===== src/rtl/vga_scan_ctrl.sv =====
// Read-side scan sequencer for the 256x240 frame memory: 640x480@60 timing, 2x pixel/line
// doubling, registered palette output. Define VGA_CENTER_EN to centre the 512-wide image.
module vga_scan_ctrl #(
    parameter int CLK_DIV = 2,
    parameter int H_VIS   = 640,
    parameter int H_FP    = 16,
    parameter int H_SYNC  = 96,
    parameter int H_BP    = 48,
    parameter int V_VIS   = 480,
    parameter int V_FP    = 10,
    parameter int V_SYNC  = 2,
    parameter int V_BP    = 33
) (
    input  logic       clk,
    input  logic       rst,
    output logic [9:0] mem_row,
    output logic [9:0] mem_col,
    input  logic [7:0] mem_data,
    output logic [7:0] pix_out,
    output logic       de,
    output logic       hsync_n,
    output logic       vsync_n,
    output logic       frame_start,
    output logic       in_vblank
);

    localparam int H_TOT = H_VIS + H_FP + H_SYNC + H_BP;
    localparam int V_TOT = V_VIS + V_FP + V_SYNC + V_BP;
    localparam int IMG_W = 512;
`ifdef VGA_CENTER_EN
    localparam int X0 = 64;
`else
    localparam int X0 = 0;
`endif

    localparam logic [3:0] DIV_LAST = 4'(CLK_DIV - 1);
    localparam logic [9:0] H_LAST   = 10'(H_TOT - 1);
    localparam logic [9:0] V_LAST   = 10'(V_TOT - 1);
    localparam logic [9:0] H_VIS_C  = 10'(H_VIS);
    localparam logic [9:0] V_VIS_C  = 10'(V_VIS);
    localparam logic [9:0] HS_BEG   = 10'(H_VIS + H_FP);
    localparam logic [9:0] HS_END   = 10'(H_VIS + H_FP + H_SYNC - 1);
    localparam logic [9:0] VS_BEG   = 10'(V_VIS + V_FP);
    localparam logic [9:0] VS_END   = 10'(V_VIS + V_FP + V_SYNC - 1);

    logic [3:0]  div_cnt_q, div_cnt_d;
    logic [9:0]  h_cnt_q, h_cnt_d;
    logic [9:0]  v_cnt_q, v_cnt_d;
    logic        pix_en;
    logic [10:0] h_off;
    logic        in_img;
    logic        de0_d, de0_q;
    logic        hs0_d, hs0_q;
    logic        vs0_d, vs0_q;
    logic [7:0]  pix_out_d, pix_out_q;
    logic        de_d, de_q;
    logic        hsync_n_d, hsync_n_q;
    logic        vsync_n_d, vsync_n_q;
    logic        frame_start_d, frame_start_q;
    logic        in_vblank_d, in_vblank_q;

    always_comb begin
        pix_en        = (CLK_DIV <= 1) || (div_cnt_q == DIV_LAST);
        div_cnt_d     = pix_en ? 4'd0 : div_cnt_q + 4'd1;
        h_cnt_d       = h_cnt_q;
        v_cnt_d       = v_cnt_q;
        frame_start_d = 1'b0;
        if (pix_en) begin
            if (h_cnt_q == H_LAST) begin
                h_cnt_d = '0;
                if (v_cnt_q == V_LAST) begin
                    v_cnt_d       = '0;
                    frame_start_d = 1'b1;
                end else begin
                    v_cnt_d = v_cnt_q + 10'd1;
                end
            end else begin
                h_cnt_d = h_cnt_q + 10'd1;
            end
        end
        in_vblank_d = (v_cnt_d >= V_VIS_C);
    end

    // Left of X0 the 11-bit difference wraps far above IMG_W, so one compare bounds both sides.
    always_comb begin
        h_off   = {1'b0, h_cnt_q} - 11'(X0);
        in_img  = (h_off < 11'(IMG_W)) && (v_cnt_q < V_VIS_C);
        mem_row = in_img ? {1'b0, v_cnt_q[9:1]} : 10'h3FF;
        mem_col = in_img ? {1'b0, h_off[9:1]} : 10'h3FF;
    end

    always_comb begin
        de0_d = (h_cnt_q < H_VIS_C) && (v_cnt_q < V_VIS_C);
        hs0_d = !((h_cnt_q >= HS_BEG) && (h_cnt_q <= HS_END));
        vs0_d = !((v_cnt_q >= VS_BEG) && (v_cnt_q <= VS_END));
    end

    // Stage-0 flags ride one clk beside the memory read so they stay paired with mem_data
    // even when every clk is a pixel.
    always_comb begin
        pix_out_d = pix_out_q;
        de_d      = de_q;
        hsync_n_d = hsync_n_q;
        vsync_n_d = vsync_n_q;
        if (pix_en) begin
            pix_out_d = mem_data;
            de_d      = de0_q;
            hsync_n_d = hs0_q;
            vsync_n_d = vs0_q;
        end
    end

    always_ff @(posedge clk or posedge rst) begin
        if (rst) begin
            div_cnt_q     <= '0;
            h_cnt_q       <= '0;
            v_cnt_q       <= '0;
            de0_q         <= 1'b0;
            hs0_q         <= 1'b1;
            vs0_q         <= 1'b1;
            pix_out_q     <= 8'h3F;
            de_q          <= 1'b0;
            hsync_n_q     <= 1'b1;
            vsync_n_q     <= 1'b1;
            frame_start_q <= 1'b0;
            in_vblank_q   <= 1'b0;
        end else begin
            div_cnt_q     <= div_cnt_d;
            h_cnt_q       <= h_cnt_d;
            v_cnt_q       <= v_cnt_d;
            de0_q         <= de0_d;
            hs0_q         <= hs0_d;
            vs0_q         <= vs0_d;
            pix_out_q     <= pix_out_d;
            de_q          <= de_d;
            hsync_n_q     <= hsync_n_d;
            vsync_n_q     <= vsync_n_d;
            frame_start_q <= frame_start_d;
            in_vblank_q   <= in_vblank_d;
        end
    end

    assign pix_out     = pix_out_q;
    assign de          = de_q;
    assign hsync_n     = hsync_n_q;
    assign vsync_n     = vsync_n_q;
    assign frame_start = frame_start_q;
    assign in_vblank   = in_vblank_q;

endmodule


===== config.mk =====
export PLATFORM = sky130hd
export DESIGN_NAME = vga_scan_ctrl
export DESIGN_NICKNAME = d
export VERILOG_FILES = /design/src/rtl/vga_scan_ctrl.sv
export SDC_FILE = /design/constraint.sdc
export NUM_CORES = 1
export LEC_CHECK = 0
export BUFFER_PORTS_ARGS = -buffer_cell sky130_fd_sc_hd__buf_2
export CORE_ASPECT_RATIO = 0.7
export CORE_MARGIN = 5
export CORE_UTILIZATION = 30
export DETAILED_ROUTE_END_ITERATION = 10
export GPL_TIMING_DRIVEN = 1
export PLACE_DENSITY = 0.53
export REMOVE_ABC_BUFFERS = 1
export SLEW_MARGIN = 20
export SYNTH_ARGS = -nofsm -noshare
export SYNTH_HDL_FRONTEND = slang
export SYNTH_SLANG_ARGS = --single-unit

===== constraint.sdc =====
create_clock -name clk -period 2.05 [get_ports clk]
set_input_delay 0.3075 -clock clk [delete_from_list [all_inputs] [get_ports clk]]
set_output_delay 0.3075 -clock clk [all_outputs]
set_load 0.02 [all_outputs]

==> impl_results.md <==
* Starting DRT DRC Count at 88
* Grt ovf at 0
* M2 GR Usage at 16.4%
* Initial core utilization at 31.2%
* Most used DFF post-synth: dfrtp_1
* Pwr Density at 637 nW/um^2
* Die Ht at 77.6 um
* Core area at 6280 um^2
* CP endpoint kind: output pin
* Post-synth EDFFs at 0
* Clock Path Buffers at 2
* GR peak layer: met1
* Final nets at 266
* Hpwl dp at 3290 um
* Crit start category: flip-flop
* Worst IR Drop VDD at 255 uV
* Finished Cell Area at 2420 um^2
* Hold WS at 0.123 ns
* Port bufs at 42
* LEAKAGE at 1.29 nW
* Final hold vios at 0
* Via-to-Cell Ratio at 4.76
* Hold_buf cts at 0
* Final period util at 92.4%
* Async SR Flop Fraction at 100%
* Post-CTS Setup Inserts at 0
* Max-cap violations at 0
* Final Wtd Congestion at 0.802
* RSZ-0062 raised after global routing: false
* Row cnt at 24
* DR WL/cell at 13.8 um
* H-tree levels at 2
* Vias in the first global route at 1526
* GR Util met1 at 17.4%
* Antenna diodes at 0
* Crit Path Max Fanout at 10
* CTS tree: done
* Vias post-DR at 1577
* Util after Layout at 38.6%
* Yosys warnings at 0
* Setup CP Type: flip-flop to output pin
* # IOs at 43
* DRT Wirelength at 4560 um
* Final slew viol count at 0
* CTS Root Cell: clkbuf_8
* Most frequent cells in the layout: nand2_1, buf_2, dfrtp_1, inv_1, nand2b_1
* Die Wd at 107 um
* Avg Cell Area, Syn at 9.74 um^2
* Reg2reg path depth at 6
* Max Clock Freq at 0.528 GHz
* Largest net degree at the start of global routing at 41
* First-pass detailed-route iteration total at 4
* Placed cell area at 2300 um^2
* DIE AREA at 8260 um^2
* Worst endpoint required time at 1.74 ns
* Clock sink total at 40
* Worst-path clk slew at 0.08 ns
* Slew HR at 66.0%
* Clk Latency, worst-skew pair at 0.30 ns
* Commonest non-fill, non-tap cell in the layout: nand2_1
* Worst Skew at 0.00649 ns
* Mapped Area at 1960 um^2
* # resized after CTS at 0
* Area contributors post-synth: dfrtp_1, dfstp_2, nand2_1, nand2b_1, xnor2_1
* Status: finished clean
* Fraction of layout cells with a size suffix above 1 at 31.2%
* Worst hold path type: input pin to asynchronous set/reset pin
* Flop and latch count out of synthesis at 40
* Area delta synth->final at 23.9%
* Worst-margin pin slew at 0.508 ns
* Initial antenna violation count at 0
* Drt drc at 0
* GR Util All Layers at 11.8%
* Fillers at 610
* Top-area cell type share of the netlist area at 38.4%
* Synth Instances at 201
* Final antenna-violating net count at 0
* First-pass GRT wire length at 7830 um
* Worst EP arrival at 1.59 ns
* Final setup viols at 0
* Met3 usage at 3.32%
* Minimum clock period at 1.89 ns
* Post-synthesis sequential area ratio at 51.8%
* Leading area contributor after synthesis: dfrtp_1
* CTS Buf Count at 5
* Yosys cell types at 39
power by group:
part	total, mW	switching [mW]	internal (mW)	leakage, nW
logic	0.0498	0.0343	0.0155	0.736
clock network	0.689	0.291	0.398	0.0614
registers	0.805	0.00372	0.802	0.495
total	1.54	0.329	1.22	1.29
final timing paths:
check | from | to | slack (ns)
max | v_cnt_q[8] | mem_row[4] | 0.16
min | rst | pix_out[6] | 0.12
max reg2reg | h_cnt_q[0] | in_vblank | 0.16
min reg2reg | hs0_q | hsync_n | 0.46
max in group asynchronous | rst | vs0_q | 1.55
min in group clk | mem_data[4] | pix_out[4] | 0.18
final cells by class:
type / instances / area (um^2) / share of cell area [%]
Clock buffer: 6 / 82.6 / 3.41
Sequential cell: 40 / 1010 / 41.8
Timing Repair Buffer: 52 / 285 / 11.8
Tap cell: 78 / 97.6 / 4.02
Inverter: 11 / 41.3 / 1.70
Clock inverter: 2 / 38.8 / 1.60
Multi-Input combinational cell: 142 / 866 / 35.7
sequential cells by signal (all words and copies together) (netlist names):
register,cells
de,1
de0_q,1
div_cnt_q,4
frame_start,1
h_cnt_q,10
hs0_q,1
hsync_n,1
in_vblank,1
pix_out,8
v_cnt_q,10
vs0_q,1
vsync_n,1
stage by stage:
step	instances	setup TNS, ns	power (mW)	setup slack (ns)
CTS	331	0	1.58	0.0627
floorplan	193	-1.20	0.849	-0.282
global route	331	0	1.61	0.0256
detailed placement	323	0	0.873	0.200
global placement	323	0	0.871	0.226
finish	331	0	1.54	0.155
cell families (layout without fill, tap and decap cells):
group                    count (synthesis)  count (layout)  synth area share [%]
buffers and inverters                   19              71                  4.22
multiplexers                             2               2                  1.15
adder cells (fa/ha/maj)                  4               4                  2.56
AND/OR/NAND/NOR                        108             108                  29.0
AO/OA/AOI/OAI                           15              15                  5.05
XOR/XNOR                                13              13                  6.20
flip-flops                              40              40                  51.8
cells in the mapped netlist (2+ instances only):
library cell	n
dfrtp_1	30
buf_4	2
nor2_1	8
and4b_1	2
a21oi_1	2
nand2_1	51
or3_1	5
and4_1	4
clkbuf_1	3
nand2b_1	11
buf_2	2
nand3_1	5
mux2_2	2
nor3_1	3
xor2_1	5
a31oi_1	2
dfstp_2	10
xnor2_1	7
and2_1	2
ha_1	4
o21ai_0	5
and3_1	5
nand4_1	5
inv_1	11
routing by layer:
| layer | up-vias | routed length [um] |
|---|---|---|
| met3 | 8 | 334 |
| met2 | 56 | 1790 |
| met1 | 742 | 2370 |
| met5 | - | 0 |
| li1 | 771 | - |
| met4 | 0 | 67 |
worst max-delay path: stages (launching register included):
cell and delay (ns):
dfrtp_1 0.44, and4_1 0.26, nor3_2 0.15, buf_4 0.20, nand2_1 0.07, buf_2 0.16
Note: power is estimated with default switching activity, not from simulation.
